`src/rtl/axi_rd_arbiter_pkg.sv`:
```
// Shared encodings and helpers for the AXI read-channel arbiter.
package axi_rd_arbiter_pkg;

  localparam logic [2:0] RD_TYPE_BYTE = 3'b000;
  localparam logic [2:0] RD_TYPE_HALF = 3'b001;
  localparam logic [2:0] RD_TYPE_WORD = 3'b010;
  localparam logic [2:0] RD_TYPE_LINE = 3'b100;

  localparam logic [1:0] AXI_BURST_INCR = 2'b01;
  localparam logic [1:0] AXI_RESP_OKAY  = 2'b00;

  function automatic int clog2(input int value);
    int result;
    result = 0;
    while ((1 << result) < value) result++;
    return result;
  endfunction

endpackage

```
`src/rtl/axi_rd_arbiter_if.sv`:
```
// Requester ports plus AXI AR/R channel bundle. The master modport is the
// arbiter's view; the slave modport is the requesters and AXI memory together.
interface axi_rd_arbiter_if #(
  parameter int NUM_MST = 3,
  parameter int ID_W    = 4
);
  logic [NUM_MST-1:0]    rd_req;
  logic [3*NUM_MST-1:0]  rd_type;
  logic [32*NUM_MST-1:0] rd_addr;
  logic [NUM_MST-1:0]    rd_rdy;
  logic [NUM_MST-1:0]    ret_valid;
  logic [NUM_MST-1:0]    ret_last;
  logic [31:0]           ret_data;

  logic [ID_W-1:0]       arid;
  logic [31:0]           araddr;
  logic [7:0]            arlen;
  logic [2:0]            arsize;
  logic [1:0]            arburst;
  logic [1:0]            arlock;
  logic [3:0]            arcache;
  logic [2:0]            arprot;
  logic                  arvalid;
  logic                  arready;

  logic [ID_W-1:0]       rid;
  logic [31:0]           rdata;
  logic [1:0]            rresp;
  logic                  rlast;
  logic                  rvalid;
  logic                  rready;
  logic                  err;

  modport master (
    input  rd_req, rd_type, rd_addr, arready, rid, rdata, rresp, rlast, rvalid,
    output rd_rdy, ret_valid, ret_last, ret_data,
           arid, araddr, arlen, arsize, arburst, arlock, arcache, arprot, arvalid,
           rready, err
  );

  modport slave (
    output rd_req, rd_type, rd_addr, arready, rid, rdata, rresp, rlast, rvalid,
    input  rd_rdy, ret_valid, ret_last, ret_data,
           arid, araddr, arlen, arsize, arburst, arlock, arcache, arprot, arvalid,
           rready, err
  );

endinterface

```
`src/rtl/axi_rd_arbiter_rr_arbiter.sv`:
```
// One-hot round-robin grant: lowest request at or above i_ptr, else wrap to
// the lowest request overall.
module axi_rd_arbiter_rr_arbiter #(
  parameter int NUM_MST = 3,
  parameter int PTR_W   = 2
) (
  input  logic [NUM_MST-1:0] i_req,
  input  logic [PTR_W-1:0]   i_ptr,
  output logic [NUM_MST-1:0] o_gnt
);

  logic [NUM_MST-1:0] w_mask;
  logic [NUM_MST-1:0] w_req_hi;

  // NOTE: every always_comb output gets a default first, so no path leaves
  // it unassigned and no latch is inferred.
  always_comb begin
    w_mask = '0;
    for (int i = 0; i < NUM_MST; i++) w_mask[i] = (PTR_W'(i) >= i_ptr);
  end

  assign w_req_hi = i_req & w_mask;

  // x & -x isolates the lowest set bit.
  assign o_gnt = (|w_req_hi) ? (w_req_hi & (~w_req_hi + NUM_MST'(1)))
                             : (i_req    & (~i_req    + NUM_MST'(1)));

endmodule

```
`src/rtl/axi_rd_arbiter.sv`:
```
// Merges NUM_MST read requesters onto one AXI AR/R pair: round-robin AR
// issue, one outstanding burst per requester, ID-routed responses.
module axi_rd_arbiter
  import axi_rd_arbiter_pkg::*;
#(
  parameter int NUM_MST    = 3,
  parameter int LINE_WORDS = 4,
  parameter int ID_W       = 4
) (
  input logic             aclk,
  input logic             areset,
  axi_rd_arbiter_if.master bus
);

  localparam int              PTR_W     = clog2(NUM_MST);
  localparam int              CNT_W     = clog2(LINE_WORDS) + 1;
  localparam logic [31:0]     LINE_MASK = ~32'(LINE_WORDS * 4 - 1);
  localparam logic [CNT_W-1:0] LINE_LAST = CNT_W'(LINE_WORDS - 1);

  logic               r_arvalid;
  logic [ID_W-1:0]    r_arid;
  logic [31:0]        r_araddr;
  logic [7:0]         r_arlen;
  logic [2:0]         r_arsize;
  logic [PTR_W-1:0]   r_ptr;
  logic [NUM_MST-1:0] r_outstanding;
  logic [NUM_MST-1:0] r_is_line;
  logic [CNT_W-1:0]   r_beat [NUM_MST];
  logic               r_err;

  logic               w_slot_free;
  logic               w_accept;
  logic [NUM_MST-1:0] w_eligible;
  logic [NUM_MST-1:0] w_gnt;
  logic [NUM_MST-1:0] w_rdy;
  logic [PTR_W-1:0]   w_gnt_idx;
  logic [2:0]         w_sel_type;
  logic [31:0]        w_sel_addr;
  logic               w_sel_line;
  logic [NUM_MST-1:0] w_rid_hit;
  logic [NUM_MST-1:0] w_route;
  logic               w_beat_err;
  logic               w_err_set;

  assign w_slot_free = ~r_arvalid | bus.arready;
  assign w_eligible  = bus.rd_req & ~r_outstanding;

  axi_rd_arbiter_rr_arbiter #(
    .NUM_MST (NUM_MST),
    .PTR_W   (PTR_W)
  ) u_rr (
    .i_req (w_eligible),
    .i_ptr (r_ptr),
    .o_gnt (w_gnt)
  );

  assign w_rdy    = (w_slot_free & ~areset) ? w_gnt : '0;
  assign w_accept = |w_rdy;

  always_comb begin
    w_gnt_idx  = '0;
    w_sel_type = '0;
    w_sel_addr = '0;
    for (int i = 0; i < NUM_MST; i++) begin
      if (w_gnt[i]) begin
        w_gnt_idx  = PTR_W'(i);
        w_sel_type = bus.rd_type[3*i +: 3];
        w_sel_addr = bus.rd_addr[32*i +: 32];
      end
    end
  end

  assign w_sel_line = (w_sel_type == RD_TYPE_LINE);

  // NOTE: sequential state uses non-blocking assignments so every register
  // samples pre-edge values regardless of statement order.
  always_ff @(posedge aclk or posedge areset) begin
    if (areset) begin
      r_arvalid <= 1'b0;
      r_arid    <= '0;
      r_araddr  <= '0;
      r_arlen   <= '0;
      r_arsize  <= '0;
      r_ptr     <= '0;
    end else if (w_accept) begin
      r_arvalid <= 1'b1;
      r_arid    <= ID_W'(w_gnt_idx);
      r_araddr  <= w_sel_line ? (w_sel_addr & LINE_MASK) : w_sel_addr;
      r_arlen   <= w_sel_line ? 8'(LINE_WORDS - 1) : 8'd0;
      r_arsize  <= w_sel_line ? 3'd2 : {1'b0, w_sel_type[1:0]};
      r_ptr     <= (w_gnt_idx == PTR_W'(NUM_MST - 1)) ? '0 : w_gnt_idx + PTR_W'(1);
    end else if (bus.arready) begin
      r_arvalid <= 1'b0;
    end
  end

  always_comb begin
    w_rid_hit = '0;
    for (int i = 0; i < NUM_MST; i++) w_rid_hit[i] = bus.rvalid & (bus.rid == ID_W'(i));
  end

  assign w_route = w_rid_hit & r_outstanding;

  // A beat is out of order when rlast disagrees with "count reached expected".
  always_comb begin
    w_beat_err = 1'b0;
    for (int i = 0; i < NUM_MST; i++) begin
      if (w_route[i] && (bus.rlast != (r_beat[i] == (r_is_line[i] ? LINE_LAST : '0))))
        w_beat_err = 1'b1;
    end
  end

  assign w_err_set = w_beat_err
                   | (bus.rvalid & (bus.rresp != AXI_RESP_OKAY))
                   | (bus.rvalid & ~(|w_route));

  // NOTE: the per-requester counter array is tiny control state, so it is
  // reset explicitly like any other register rather than left as memory.
  always_ff @(posedge aclk or posedge areset) begin
    if (areset) begin
      r_outstanding <= '0;
      r_is_line     <= '0;
      for (int i = 0; i < NUM_MST; i++) r_beat[i] <= '0;
    end else begin
      for (int i = 0; i < NUM_MST; i++) begin
        if (w_rdy[i]) begin
          r_outstanding[i] <= 1'b1;
          r_is_line[i]     <= w_sel_line;
        end
        if (w_route[i]) begin
          if (bus.rlast) begin
            r_outstanding[i] <= 1'b0;
            r_beat[i]        <= '0;
          end else begin
            r_beat[i] <= r_beat[i] + CNT_W'(1);
          end
        end
      end
    end
  end

  always_ff @(posedge aclk or posedge areset) begin
    if (areset) r_err <= 1'b0;
    else        r_err <= r_err | w_err_set;
  end

  assign bus.rd_rdy    = w_rdy;
  assign bus.ret_valid = w_route;
  assign bus.ret_last  = w_route & {NUM_MST{bus.rlast}};
  assign bus.ret_data  = bus.rdata;
  assign bus.arid      = r_arid;
  assign bus.araddr    = r_araddr;
  assign bus.arlen     = r_arlen;
  assign bus.arsize    = r_arsize;
  assign bus.arburst   = AXI_BURST_INCR;
  assign bus.arlock    = 2'b00;
  assign bus.arcache   = 4'b0000;
  assign bus.arprot    = 3'b000;
  assign bus.arvalid   = r_arvalid;
  assign bus.rready    = 1'b1;
  assign bus.err       = r_err;

endmodule

```
`src/flat_wrapper.sv`:
```
// flat-port wrapper written by rule: the top's interface ports become plain ports
module axi_rd_arbiter_flat import axi_rd_arbiter_pkg::*;
#(
  parameter int NUM_MST    = 3,
  parameter int LINE_WORDS = 4,
  parameter int ID_W       = 4
)
  (aclk, areset, bus_rd_req, bus_rd_type, bus_rd_addr, bus_arready, bus_rid, bus_rdata, bus_rresp, bus_rlast, bus_rvalid, bus_rd_rdy, bus_ret_valid, bus_ret_last, bus_ret_data, bus_arid, bus_araddr, bus_arlen, bus_arsize, bus_arburst, bus_arlock, bus_arcache, bus_arprot, bus_arvalid, bus_rready, bus_err);
  axi_rd_arbiter_if #(.NUM_MST(NUM_MST), .ID_W(ID_W)) bus_i ();
  input logic aclk;
  input logic areset;
  input wire logic [$bits(bus_i.rd_req)-1:0] bus_rd_req;
  input wire logic [$bits(bus_i.rd_type)-1:0] bus_rd_type;
  input wire logic [$bits(bus_i.rd_addr)-1:0] bus_rd_addr;
  input wire logic [$bits(bus_i.arready)-1:0] bus_arready;
  input wire logic [$bits(bus_i.rid)-1:0] bus_rid;
  input wire logic [$bits(bus_i.rdata)-1:0] bus_rdata;
  input wire logic [$bits(bus_i.rresp)-1:0] bus_rresp;
  input wire logic [$bits(bus_i.rlast)-1:0] bus_rlast;
  input wire logic [$bits(bus_i.rvalid)-1:0] bus_rvalid;
  output wire logic [$bits(bus_i.rd_rdy)-1:0] bus_rd_rdy;
  output wire logic [$bits(bus_i.ret_valid)-1:0] bus_ret_valid;
  output wire logic [$bits(bus_i.ret_last)-1:0] bus_ret_last;
  output wire logic [$bits(bus_i.ret_data)-1:0] bus_ret_data;
  output wire logic [$bits(bus_i.arid)-1:0] bus_arid;
  output wire logic [$bits(bus_i.araddr)-1:0] bus_araddr;
  output wire logic [$bits(bus_i.arlen)-1:0] bus_arlen;
  output wire logic [$bits(bus_i.arsize)-1:0] bus_arsize;
  output wire logic [$bits(bus_i.arburst)-1:0] bus_arburst;
  output wire logic [$bits(bus_i.arlock)-1:0] bus_arlock;
  output wire logic [$bits(bus_i.arcache)-1:0] bus_arcache;
  output wire logic [$bits(bus_i.arprot)-1:0] bus_arprot;
  output wire logic [$bits(bus_i.arvalid)-1:0] bus_arvalid;
  output wire logic [$bits(bus_i.rready)-1:0] bus_rready;
  output wire logic [$bits(bus_i.err)-1:0] bus_err;
  assign bus_i.rd_req = bus_rd_req;
  assign bus_i.rd_type = bus_rd_type;
  assign bus_i.rd_addr = bus_rd_addr;
  assign bus_i.arready = bus_arready;
  assign bus_i.rid = bus_rid;
  assign bus_i.rdata = bus_rdata;
  assign bus_i.rresp = bus_rresp;
  assign bus_i.rlast = bus_rlast;
  assign bus_i.rvalid = bus_rvalid;
  assign bus_rd_rdy = bus_i.rd_rdy;
  assign bus_ret_valid = bus_i.ret_valid;
  assign bus_ret_last = bus_i.ret_last;
  assign bus_ret_data = bus_i.ret_data;
  assign bus_arid = bus_i.arid;
  assign bus_araddr = bus_i.araddr;
  assign bus_arlen = bus_i.arlen;
  assign bus_arsize = bus_i.arsize;
  assign bus_arburst = bus_i.arburst;
  assign bus_arlock = bus_i.arlock;
  assign bus_arcache = bus_i.arcache;
  assign bus_arprot = bus_i.arprot;
  assign bus_arvalid = bus_i.arvalid;
  assign bus_rready = bus_i.rready;
  assign bus_err = bus_i.err;
  axi_rd_arbiter #(.NUM_MST(NUM_MST), .LINE_WORDS(LINE_WORDS), .ID_W(ID_W)) u_core (.aclk(aclk), .areset(areset), .bus(bus_i));
endmodule
```
`config.mk`:
```
export PLATFORM = sky130hd
export DESIGN_NAME = axi_rd_arbiter_flat
export DESIGN_NICKNAME = d
export VERILOG_FILES = /design/src/rtl/axi_rd_arbiter_pkg.sv /design/src/rtl/axi_rd_arbiter_if.sv /design/src/rtl/axi_rd_arbiter_rr_arbiter.sv /design/src/rtl/axi_rd_arbiter.sv /design/src/flat_wrapper.sv
export SDC_FILE = /design/constraint.sdc
export NUM_CORES = 1
export LEC_CHECK = 0
export ABC_CLOCK_PERIOD_IN_PS = 9100
export CAP_MARGIN = 20
export CORE_MARGIN = 4
export CORE_UTILIZATION = 30
export CTS_BUF_LIST = sky130_fd_sc_hd__clkbuf_2 sky130_fd_sc_hd__clkbuf_4 sky130_fd_sc_hd__clkbuf_8
export DETAILED_ROUTE_END_ITERATION = 12
export GPL_ROUTABILITY_DRIVEN = 0
export GPL_TIMING_DRIVEN = 0
export PLACE_DENSITY = 0.73
export SLEW_MARGIN = 20
export SYNTH_ARGS = -nofsm -noshare
export SYNTH_HDL_FRONTEND = slang
export SYNTH_SLANG_ARGS = --single-unit
```
`constraint.sdc`:
```
create_clock -name aclk -period 9.1 [get_ports aclk]
set_input_delay 1.82 -clock aclk [delete_from_list [all_inputs] [get_ports aclk]]
set_output_delay 1.82 -clock aclk [all_outputs]
set_load 0.02 [all_outputs]
```
Word-level counts from Yosys, hierarchy flattened
Index checks and enable logic that the tools add are counted.

word-level totals
  flip-flop bits (word level) = 64
  bits of input ports = 151
  output and inout bits = 102
  word-level logic and storage cells = 98

operators by class
  add/subtract/negate cells = 6
  order comparisons = 3
  eq/ne operators = 10
  mux-type cells = 34
  bitwise gates (word level) = 22
  reductions and logical operators = 9

operator list
  operator                                                                number
  32-bit 2-to-1 mux                                                       3
  3-bit 2-to-1 mux                                                        8
  3-bit bitwise AND                                                       6
  3-bit by 1-bit adder with 3-bit output (second input constant)          5
  1-bit 2-to-1 mux                                                        15
  2-bit 2-to-1 mux                                                        7
  3-bit equality test                                                     3
  3-bit inverter                                                          3
  3-bit OR reduction                                                      3
  1-bit bitwise AND                                                       6
  4-bit by 1-bit equality test with 1-bit output (second input constant)  1
  4-bit by 2-bit equality test with 1-bit output (second input constant)  1
  1-bit by 2-bit >= comparator with 1-bit output (first input constant)   2
  4-bit zero test                                                         1
  4-bit 2-to-1 mux                                                        1
  1-bit OR                                                                4
  2-bit nonzero test                                                      2
  3-bit equality test (second input constant)                             1
  1-bit logical AND                                                       3
  1-bit inequality test                                                   3
  1-bit inverter                                                          3
  2-bit by 1-bit adder with 2-bit output (second input constant)          1
  2-bit equality test (second input constant)                             1
  2-bit >= comparator (first input constant)                              1

Longest topological paths before layout
  depth after elaboration = 12
  mapped depth = 7

Modules after synthesis
From an unflattened synthesis, not the netlist that was laid out.

unflattened totals
  cell total of the unflattened synthesis = 394
  area total of the unflattened synthesis = 3449.6 sq um

modules (own cells, without submodules)
  module                     times used  cells an instance  area each (sq um)  sequential area each (sq um)
  axi_rd_arbiter             1           384                3378.2             1376.3
  axi_rd_arbiter_rr_arbiter  1           10                 71.3               0.0

Worst setup path before layout
OpenSTA, ideal clock, no wires.

  path type = input-to-output
  start point = in areset
  end point = out bus_rd_rdy[1]
  arrival = 3.904 ns
  data required time = 7.280 ns
  setup slack = 3.376 ns
  stages = 5
  buffers on the path = 2
  path through = inv_1 -> and2_0 -> and2_1 -> buf_2 -> buf_2

between the ends
  longest elaborated chain between the ends = 3

RTL lines
  element             line                  text
  start: declaration  flat_wrapper.sv:11    input logic areset;
  1-bit inverter      axi_rd_arbiter.sv:57  assign w_rdy = (w_slot_free & ~areset) ? w_gnt : '0;
  1-bit bitwise AND   axi_rd_arbiter.sv:57
  3-bit 2-to-1 mux    axi_rd_arbiter.sv:57
  end: declaration    flat_wrapper.sv:21    output wire logic [$bits(bus_i.rd_rdy)-1:0] bus_rd_rdy;

Every way passes these cells.

Final worst setup path
Same ends and word-level chain as after synthesis.

==> flow_metrics.py <==
metrics = {
    "outcome": {
        "status": "complete, no violations",
    },
    "detailed_routing": {
        "drc_errors": 0,
        "vias_per_cell": 4.956,
        "wl_per_cell_microns": 16.91,
        "final_antenna_net_count": 0,
        "drt-initial-drc-count": 218,
        "drtPass1Iterations": 5,
        "drt_wl_total_mm": 12.25,
        "vias": 3588,
    },
    "power_and_ir_drop": {
        "p_leak_nw": 2.451,
        "combPwrFrac_pct": 53.9,
        "pwr_density_cell_mw_per_mm2": 210.8,
        "clockPowerShare_pct": 14.2,
        "seq_power_share_pct": 32.0,
        "peakVddDrop_mv": 0.09610,
        "internal_power_mw": 0.7281,
        "switching_share_pct": 39.46,
        "p_sw_mw": 0.4746,
    },
    "timing": {
        "fmax_mhz": 157.7,
        "period_share_pct": 69.70,
        "hold_viol": 0,
        "slew_headroom_pct": 53.23,
        "skew_ps": 11.52,
        "finalSetupTns_ps": 0,
        "tightest_slew_ps": 694.3,
        "finalSetupViolCount": 0,
        "slew_viol_final": 0,
        "rsz0062_at_grt": "false",
        "fin_crit_ps": 6343,
    },
    "critical_path": {
        "critPathTopFamily": "buffers and inverters",
        "cp.required_ps": 7280,
        "cpMaxStageDelayCell": "clkdlybuf4s50_1",
        "worstPathCellList": "clkdlybuf4s50_1, inv_4, and2_0, and2_1, buf_2, buf_2, clkdlybuf4s50_1",
        "crit_type": "input port to output pin",
        "cp_num_buf_inv": 5,
        "r2r_start": "u_core.r_outstanding[1]$_DFF_PP0_",
        "critPathLaunchType": "input port",
        "worstPathMaxFanout": 57,
        "max_stage_delay_ps": 640,
        "rr_worst_depth": 7,
        "reg2reg_slack_ps": 6940,
        "end_kind": "output pin",
        "cp.arrival_ps": 4520,
        "r2r-end": "u_core.bus.araddr[11]$_DFFE_PP0P_",
    },
    "floorplan": {
        "dieArea_sq_mm": 0.01294,
        "io_pins": 253,
        "initial_core_util_pct": 30.82,
        "rows": 38,
        "die_w_microns": 113.8,
        "die_y_microns": 113.8,
        "core_area_sq_mm": 0.01089,
    },
    "hold_path": {
        "min_path_cells": 1,
        "hold_path_startpoint": "u_core.r_beat[5]$_DFFE_PP0P_",
        "hold_class": "register to register",
        "whs_endpoint": "u_core.r_beat[5]$_DFFE_PP0P_",
    },
    "grt": {
        "grt_pass1_vias": 3715,
        "grtUsageTotal_pct": 18.03,
        "antenna_found_initial": 0,
        "grt.overflow.total": 0,
        "grt_max_degree": 58,
        "grt_pass1_wl_mm": 18.80,
    },
    "layout": {
        "antenna_cells": 0,
        "nNetsFinal": 737,
        "final_util_pct": 52.39,
        "design_area_sq_mm": 0.005704,
        "drive_gt1_share_pct": 14.90,
        "area_delta_synth_final_pct": 69.99,
    },
    "clock_tree": {
        "cts.path.max_buffers": 2,
        "path_clk_slew_ps": 90,
        "cts_buffers": 5,
        "cts_sinks": 55,
        "insertion_delay_ps": 310,
        "root_buffer": "clkbuf_8",
        "htree_levels": 2,
        "cts_tree": "built",
        "cts-resized-gates": 0,
        "cts_post_setup_buffers_inserted": 0,
        "hold_buffers": 0,
    },
    "logic_synthesis": {
        "synth_compound_area_share_pct": 27.52,
        "ys.flop_type": "dfrtp_1",
        "syn-cell-area_sq_mm": 0.003356,
        "synth_cell_type_count": 51,
        "synthAdderAreaFrac_pct": 1.119,
        "ys_seq_area_share_pct": 41.01,
        "synth_top_cell_by_area": "dfrtp_1",
        "synth_edf_count": 0,
        "synth_simple_gate_area_share_pct": 12.98,
        "syn_inst": 359,
        "synthMuxAreaShare_pct": 0.6711,
        "synth_top_family_by_area": "compound AO/OA/AOI/OAI gates",
        "async_flop_share_pct": 100.0,
        "yosys_warnings": 0,
        "synth_xor_area_share_pct": 0.2610,
        "ys_top_cells_by_count": "buf_4 (55), dfrtp_1 (55), o21ai_0 (38)",
        "synth_top_area_share_pct": 41.01,
        "syn_area_per_cell_sq_um": 9.347,
        "synthTopCellsByArea": "dfrtp_1 (41%), buf_4 (12%), o21ai_0 (5.7%)",
        "synth_seq_cells": 55,
    },
    "placed_design": {
        "portBuffers": 198,
        "placed_area_sq_mm": 0.005587,
        "hpwlAfterDp_mm": 10.10,
    },
    "job": {
        "maxCapViolations": 0,
    },
}
worst max-delay path by stage:
stage          cells after the start  slack (ps)  startpoint             to
6_report                           7        2760      areset  bus_rd_rdy[1]
5_1_grt                            7        2480      areset  bus_rd_rdy[1]
4_1_cts                            7        2660      areset  bus_rd_rdy[1]
3_5_place_dp                       7        2660      areset  bus_rd_rdy[1]
3_3_place_gp                       7        1580      areset  bus_rd_rdy[1]
2_1_floorplan                      5        3380      areset  bus_rd_rdy[1]
area by class of cell:
cell class	count	area (sq um)
fill	1038	5184
multi-input combinational	240	1506
buffer	74	510.5
clock buffer	6	82.58
sequential	55	1376
timing repair buffer	198	1982
clock inverter	2	35.03
inverter	9	36.28
tap	140	175.2
worst register-to-register path: stages (launching register included):
cell and delay, ps:
dfrtp_1 430, nor2b_1 290, o21ai_1 290, and2_1 240, buf_6 140, buf_6 140
a222oi_1 360, o21ai_0 140
power groups by stage:
stage | combinational, mW | clock, mW | sequential (mW)
after floorplan | 0.300 | 0 | 0.448
after detailed placement | 0.653 | 0 | 0.389
after global routing | 0.703 | 0.187 | 0.397
after CTS | 0.654 | 0.177 | 0.385
after global placement | 0.643 | 0 | 0.386
final | 0.648 | 0.170 | 0.385
cells by family after synthesis:
kind of cell	Yosys count
AO/OA/AOI/OAI	128
AND/OR/NAND/NOR	85
buffers and inverters	83
flip-flops	55
adder cells (fa/ha/maj)	3
other	2
multiplexers	2
XOR/XNOR	1
registers in the layout (all words and copies together), names as in the netlist:
name / flops
u_core.bus.err: 1
u_core.bus.araddr: 32
u_core.bus.arvalid: 1
u_core.bus.arlen: 1
u_core.r_ptr: 2
u_core.bus.arsize: 2
u_core.r_outstanding: 3
u_core.r_is_line: 3
u_core.bus.arid: 1
u_core.r_beat: 9
metrics by stage:
stage                     cells  hold slack (ps)  setup slack, ps  power (mW)
final                       724            496.0             2757       1.203
after global routing        724            525.0             2484       1.287
after CTS                   724            503.1             2655       1.217
after detailed placement    716            477.7             2656       1.042
after global placement      716            462.0             1578       1.028
after floorplan             378            451.3             3376      0.7479
routing by layer:
metal	share of wire [%]	GRT usage (%)	vias up
li1	-	-	1702
met3	11	5.836	6
met2	51	32.31	191
met4	0.53	3.045	0
met1	38	21.33	1689
met5	0	0	-
cell usage in the layout (no fill, tap or decap), drive strengths merged, types with 4 or more instances in the layout:
master and count:
nand3 13, a222oi 17, inv 9, o21ai 43
clkbuf 14, nand2b 8, and3 5, buf 66
nand2 31, nor2b 4, a22oi 22, dfrtp 55
conb 21, a21oi 12, clkdlybuf4s50 198, a21o 7
nor2 11
(Power assumes the default switching activity.)
